File: config.mk
export PLATFORM = sky130hd
export DESIGN_NAME = waterfall_scroll_ctrl
export DESIGN_NICKNAME = d
export VERILOG_FILES = /design/src/rtl/waterfall_scroll_ctrl.sv
export SDC_FILE = /design/constraint.sdc
export NUM_CORES = 1
export LEC_CHECK = 0
export CAP_MARGIN = 40
export CELL_PAD_IN_SITES_DETAIL_PLACEMENT = 0
export CELL_PAD_IN_SITES_GLOBAL_PLACEMENT = 1
export CORE_UTILIZATION = 38
export CTS_CLUSTER_SIZE = 14
export DETAILED_ROUTE_END_ITERATION = 8
export PLACE_DENSITY_LB_ADDON = 0.2
export REMOVE_ABC_BUFFERS = 1
export SLEW_MARGIN = 10
export SYNTH_ARGS = -nofsm -noshare
export SYNTH_HDL_FRONTEND = slang
export SYNTH_SLANG_ARGS = --single-unit
File: constraint.sdc
create_clock -name clk -period 2.9 [get_ports clk]
set_input_delay 0.29 -clock clk [delete_from_list [all_inputs] [get_ports clk]]
set_output_delay 0.29 -clock clk [all_outputs]
set_load 0.01 [all_outputs]
File: src/rtl/waterfall_scroll_ctrl.sv
// Waterfall scroll controller: streams spectrum rows into a circular row buffer
// through a hidden write slot, commits them at frame start, and maps display rows
// to physical buffer rows.
module waterfall_scroll_ctrl #(
    parameter int unsigned NUM_ROWS = 180,
    parameter int unsigned NUM_PHYS = NUM_ROWS + 1,
    parameter int unsigned NUM_BINS = 640,
    parameter int unsigned DATA_W   = 8
) (
    input  logic              clk,
    input  logic              rst_n,
    input  logic              s_valid,
    output logic              s_ready,
    input  logic [DATA_W-1:0] s_data,
    input  logic              s_last,
    input  logic              vsync,
    input  logic              freeze,
    input  logic              err_clr,
    input  logic [8:0]        disp_row,
    output logic [7:0]        phys_rd_row,
    output logic              wr_en,
    output logic [7:0]        wr_row,
    output logic [9:0]        wr_col,
    output logic [DATA_W-1:0] wr_data,
    output logic              row_commit,
    output logic              err_len
);

    localparam int unsigned ROW_W  = 8;
    localparam int unsigned COL_W  = 10;
    localparam int unsigned DISP_W = 9;
    localparam int unsigned SUM_W  = 10;

    typedef enum logic [1:0] {
        IDLE  = 2'd0,
        WRITE = 2'd1,
        DRAIN = 2'd2,
        PEND  = 2'd3
    } state_t;

    state_t             state;
    state_t             state_nxt;
    logic [ROW_W-1:0]   head;
    logic [ROW_W-1:0]   head_nxt;
    logic [COL_W-1:0]   col;
    logic [COL_W-1:0]   col_nxt;
    logic               vsync_d;

    logic               s_ready_nxt;
    logic               wr_en_nxt;
    logic [ROW_W-1:0]   wr_row_nxt;
    logic [COL_W-1:0]   wr_col_nxt;
    logic [DATA_W-1:0]  wr_data_nxt;
    logic               row_commit_nxt;
    logic               err_set;
    logic [ROW_W-1:0]   phys_rd_row_nxt;

    logic               frame_start_c;
    logic               accept_c;
    logic               col_last_c;
    logic [ROW_W-1:0]   wr_slot_c;
    logic [SUM_W-1:0]   rd_sum_c;

    assign frame_start_c = vsync_d & ~vsync;
    assign accept_c      = s_valid & s_ready;
    assign col_last_c    = (col == COL_W'(NUM_BINS - 1));
    assign wr_slot_c     = (head == '0) ? ROW_W'(NUM_PHYS - 1) : head - ROW_W'(1);
    assign rd_sum_c      = SUM_W'(head) + SUM_W'(disp_row);

    // State register
    always_ff @(posedge clk) begin
        if (!rst_n) begin
            state <= IDLE;
        end else begin
            state <= state_nxt;
        end
    end

    // Next-state, write strobe, commit and ready decode
    always_comb begin
        state_nxt      = state;
        head_nxt       = head;
        col_nxt        = col;
        wr_en_nxt      = 1'b0;
        wr_row_nxt     = wr_row;
        wr_col_nxt     = wr_col;
        wr_data_nxt    = wr_data;
        row_commit_nxt = 1'b0;
        err_set        = 1'b0;
        s_ready_nxt    = 1'b0;

        case (state)
            IDLE: begin
                if (accept_c) begin
                    state_nxt = s_last ? PEND : WRITE;
                end
            end
            WRITE: begin
                if (accept_c) begin
                    if (s_last) begin
                        state_nxt = PEND;
                        err_set   = ~col_last_c;
                    end else if (col_last_c) begin
                        state_nxt = DRAIN;
                        err_set   = 1'b1;
                    end
                end
            end
            DRAIN: begin
                if (accept_c && s_last) begin
                    state_nxt = PEND;
                end
            end
            PEND: begin
                if (frame_start_c) begin
                    head_nxt       = wr_slot_c;
                    row_commit_nxt = 1'b1;
                    col_nxt        = '0;
                    state_nxt      = IDLE;
                end
            end
            default: state_nxt = IDLE;
        endcase

        // Beats accepted in IDLE or WRITE land in the hidden write slot
        if (accept_c && (state == IDLE || state == WRITE)) begin
            wr_en_nxt   = 1'b1;
            wr_row_nxt  = wr_slot_c;
            wr_col_nxt  = col;
            wr_data_nxt = s_data;
            col_nxt     = col + COL_W'(1);
        end

        // Ready is registered, so it is decoded from the state we are heading into
        case (state_nxt)
            IDLE:    s_ready_nxt = ~freeze;
            WRITE:   s_ready_nxt = 1'b1;
            DRAIN:   s_ready_nxt = 1'b1;
            default: s_ready_nxt = 1'b0;
        endcase
    end

    // Display-to-physical row mapping, modulo NUM_PHYS without a divider
    always_comb begin
        phys_rd_row_nxt = '0;
        if (disp_row < DISP_W'(NUM_ROWS)) begin
            if (rd_sum_c >= SUM_W'(NUM_PHYS)) begin
                phys_rd_row_nxt = ROW_W'(rd_sum_c - SUM_W'(NUM_PHYS));
            end else begin
                phys_rd_row_nxt = ROW_W'(rd_sum_c);
            end
        end
    end

    // Datapath and output registers
    always_ff @(posedge clk) begin
        if (!rst_n) begin
            head        <= '0;
            col         <= '0;
            vsync_d     <= 1'b1;
            s_ready     <= 1'b0;
            wr_en       <= 1'b0;
            wr_row      <= '0;
            wr_col      <= '0;
            wr_data     <= '0;
            phys_rd_row <= '0;
            row_commit  <= 1'b0;
            err_len     <= 1'b0;
        end else begin
            head        <= head_nxt;
            col         <= col_nxt;
            vsync_d     <= vsync;
            s_ready     <= s_ready_nxt;
            wr_en       <= wr_en_nxt;
            wr_row      <= wr_row_nxt;
            wr_col      <= wr_col_nxt;
            wr_data     <= wr_data_nxt;
            phys_rd_row <= phys_rd_row_nxt;
            row_commit  <= row_commit_nxt;
            if (err_set) begin
                err_len <= 1'b1;
            end else if (err_clr) begin
                err_len <= 1'b0;
            end
        end
    end

endmodule

# == Word level (Yosys, flattened, before mapping) ==
# Index checks and enable logic that the tools add are counted.
# W data, S select, Z words.
# classes
addsub,4
multipliers,0
div,0
magnitude_cmp,2
eq_ne,6
shift,0
n_mux,22
n_bitwise,5
n_reduce_logical,14
# ops
operator,count
$mux W10,3
$mux W8,2
$mux W2,7
$add A10 B1 Y10 const B,1
$add A8 B9 Y10,1
$eq A10 B10 Y1 const B,1
$ge A10 B8 Y1 const B,1
$lt A9 B8 Y1 const B,1
$logic_not A8 Y1,1
$mux W1,8
$pmux W2 S4,1
$reduce_and A2 Y1,4
$sub A8 B1 Y8 const B,1
$sub A8 B8 Y8 const B,1
$eq A2 B2 Y1 const B,3
$reduce_bool A2 Y1,3
$eq A2 B1 Y1 const B,2
$logic_not A2 Y1,2
$not A1 Y1,3
$and A1 B1 Y1,2
$logic_and A1 B1 Y1,2
$pmux W1 S2,1
$reduce_or A2 Y1,1
$logic_or A1 B1 Y1,1
# totals
ff_bits,59
latchBits,0
ram_bits,0
rom_bits,0
n_memories,0

# == Longest topological paths before layout ==
# depth
word_depth,8
depth_mapped,11

# == Worst setup path before layout ==
# No wires, ideal clock.
# synth_timing
path_kind,register to register
startpoint,reg head[0]
endpoint,reg phys_rd_row[7]
setup_ns,0.076
t_arrival_ns,2.487
path_slack_ns,0.337
stages_incl_launch_ff,10
path_buffers,1
cell_sequence,dfxtp_1 -> ha_1 -> fa_1 -> a211oi_4 -> o21ai_1 -> a311o_1 -> and2_4 -> buf_6 -> or3b_1 -> a31oi_1
# synth_between
elab_chain_len,3
word_cells_on_any_way,4
cone_classes,add/sub: 2; order compare: 1; mux: 1
# synth_rtl
element,line_no,source
from (decl),43,logic [ROW_W-1:0] head;
from (signal assigned),170,head <= head_nxt;
$add A8 B9 Y10 *,68,assign rd_sum_c = SUM_W'(head) + SUM_W'(disp_row);
$sub A8 B8 Y8 / $ge A10 B8 Y1 (equally long branches),"148, 147",
$mux W8 *,147,if (rd_sum_c >= SUM_W'(NUM_PHYS)) begin
to (signal assigned),178,phys_rd_row <= phys_rd_row_nxt;
to (decl),20,"output logic [7:0] phys_rd_row,"
# Mark *: on every way between the ends. The rest lies on a longest branch, timed or not.
# A chain may end at the register's enable or synchronous reset.

# == Worst setup path in the final report ==
# Ends and elaborated chain as after synthesis.

==> results.cfg <==
[worst_setup_path]
worstPathArrival_ns = 2.92
reg2regPathDepth = 8
required_ns = 3.17
timing_worst_setup_path_type = reg -> reg
startpoint_type = flip-flop
cp_max_fo = 7
cp-end-kind = flip-flop

[yosys]
synthCells = 406
async_flop_share_pct = 0
netlist-cell-type-count = 55
synth_commonest_cells = nand2_1 (72), dfxtp_1 (59), a21oi_1 (40), nor2_1 (40), nand3_1 (17)
synthTopCellsByArea = dfxtp_1 (37%), nand2_1 (8.4%), a21oi_1 (6.2%)
synth_warnings = 0
synth_area_um2 = 3219
synth_most_common_cell = nand2_1
synth_top_area_cell = dfxtp_1
ys_ff_latch = 59
synth_top_area_share_pct = 36.69
syn_avg_cell_area_um2 = 7.929
synth-edff-count = 0
ys_seq_area_share_pct = 36.69
synth-main-ff-cell = dfxtp_1

[min_path]
hold_depth = 2
hold_path.class = reg -> reg

[clock_network]
postCtsSetupBuffers = 0
hold_buffers = 0
cts_resized = 0
clockRootBuffer = clkbuf_8
insertion_delay_ns = 0.35
clk_pin_slew_worst_paths_ns = 0.07
cts_buffer_depth = 2
cts_made_buffers = 9
tritoncts = done
h-tree-depth = 3
cts_sinks = 59

[pwr]
pwr-share-seq_pct = 44.1
switching_share_pct = 27.66
ir_drop_uv = 181.1
combPwrFrac_pct = 15.8
power.switching_uw = 537.5
power.internal_uw = 1406
p_leak_uw = 0.001612
power_frac_clock_pct = 40.1
power_density_nw_per_um2 = 462.8
power_uw = 1943

[placement]
hpwl_mm = 5.403
placed_area_um2 = 3998
io_buffers = 61
preCtsSetupSlack_ns = -0.05993
dpl.cell_count = 570
place.gp.congestion = 0.8129

[sta]
max_freq_ghz = 0.3773
max-slew-margin-rel_pct = 68.18
rsz0062_at_grt = false
setup_viol = 0
final.setup.worst_slack_ns = 0.2493
slew_viol_final = 0
post-route-period-util_pct = 91.40
final-hold-violation-count = 0
finalCriticalPeriod_ns = 2.651
max_slew.worst_pin.slew_ns = 0.4773
skew_ns = 0.006738

[global_routing]
overflow = 0
grt_pass1_wl_mm = 12.83
grt_pass1_vias = 2769
track_usage_pct = 18.74
grt_max_degree = 46
antenna_found_initial = 0

[floorplanning]
core_area_um2 = 8217
fp.dieW_um = 94.05
dieArea_um2 = 8844
initial_core_util_pct = 39.18
rows = 33
pin_count = 62
die_y_um = 94.05

[outcome]
status = completed

[route]
drt_first_pass_iters = 5
drtIter0Drc = 80
vias = 3046
wirelength_mm = 7.675
drtAntennaViolNets = 0
drcViolationCount = 0
vias_per_cell = 5.198
wl_per_cell_um = 13.10

[job]
cap_violations = 0

[finish]
instances_no_fill = 586
final_area_um2 = 4199
diodes = 0
fin_nets = 516
drive_gt1_share_pct = 10.60
syn_to_final_growth_pct = 30.43
-- final timing paths --
| check | from | end | slack [ns] |
|---|---|---|---|
| max reg2reg | head[0] | phys_rd_row[7] | 0.25 |
| max | head[0] | phys_rd_row[7] | 0.25 |
| min | wr_col[6] | wr_col[6] | 0.45 |
| min reg2reg | wr_col[6] | wr_col[6] | 0.45 |
-- metal layers --
| metal | up-vias | routed length [um] | GRT usage [%] |
|---|---|---|---|
| met5 | - | 0 | 0 |
| li1 | 1577 | - | - |
| met1 | 1389 | 3712 | 23.08 |
| met3 | 13 | 355 | 4.935 |
| met2 | 67 | 3495 | 31.02 |
| met4 | 0 | 112 | 7.308 |
-- power groups by stage --
stage	Clock (uW)	Combinational, uW	Sequential, uW
after floorplan	0	150	887
after global routing	840	344	862
final	779	307	857
after global placement	0	306	876
after detailed placement	0	309	877
after CTS	801	311	858
-- cells in the final DEF, fill, tap and decap left out, drive strengths merged, types with 2 or more instances in the layout --
master         instances
ha                    15
clkdlybuf4s50         61
a2111o                 2
buf                   19
dfxtp                 59
clkinv                 2
a221oi                 2
nor3                   9
nor4                   2
xnor2                  6
and2                   6
clkinvlp               2
nand4b                 3
a211o                  2
a21o                   3
nand4                  2
xor2                   4
a311o                  2
nand2b                 4
o21ai                 17
or2                    3
a311oi                 5
mux2i                  4
mux2                   5
inv                   16
nor4b                  2
nand3b                 3
a211oi                 4
nor2b                  2
nor2                  40
and3                   7
a31oi                 11
nand2                 72
nand3                 17
a21oi                 41
clkbuf                10
-- logic make-up after synthesis --
family	Yosys count	synth area share (%)
AND/OR/NAND/NOR	177	25.53
AO/OA/AOI/OAI	99	20.48
flip-flops	59	36.69
buffers and inverters	36	5.130
adder cells (fa/ha/maj)	16	6.452
XOR/XNOR	10	2.720
multiplexers	9	2.993
-- registers in the layout, indices dropped and copies added (netlist names), 2 cells and up --
signal and cells:
col 10, wr_col 10, head 8, phys_rd_row 8, wr_data 8, wr_row 8, state 2
-- through the flow --
stage	hold WS (ns)	utilization, %	TNS (ns)
finish	0.4529	51.10	0
global route	0.4780	51.10	0
global placement	0.4410	48.65	-0.03317
detailed placement	0.4453	48.65	-0.05993
CTS	0.4558	51.10	0
floorplan	0.3630	-	0
-- worst max-delay path: stages (launching register included) --
cell	delay (ns)
dfxtp_1	0.37
ha_1	0.23
fa_1	0.49
a211oi_4	0.29
o21ai_1	0.11
a311o_1	0.39
and2_4	0.18
or3b_1	0.36
a31oi_1	0.15
-- cell type report --
class                   instances  area (um^2)
multi-input cells             311         1876
repair buffers                 80        753.2
clock buffers                  10        137.6
fillers                       804         4018
flip-flops and latches         59         1181
well taps                     105        131.4
clock inverters                 6        63.81
inverters                      15        56.30
Note: power is estimated with default switching activity, not from simulation.
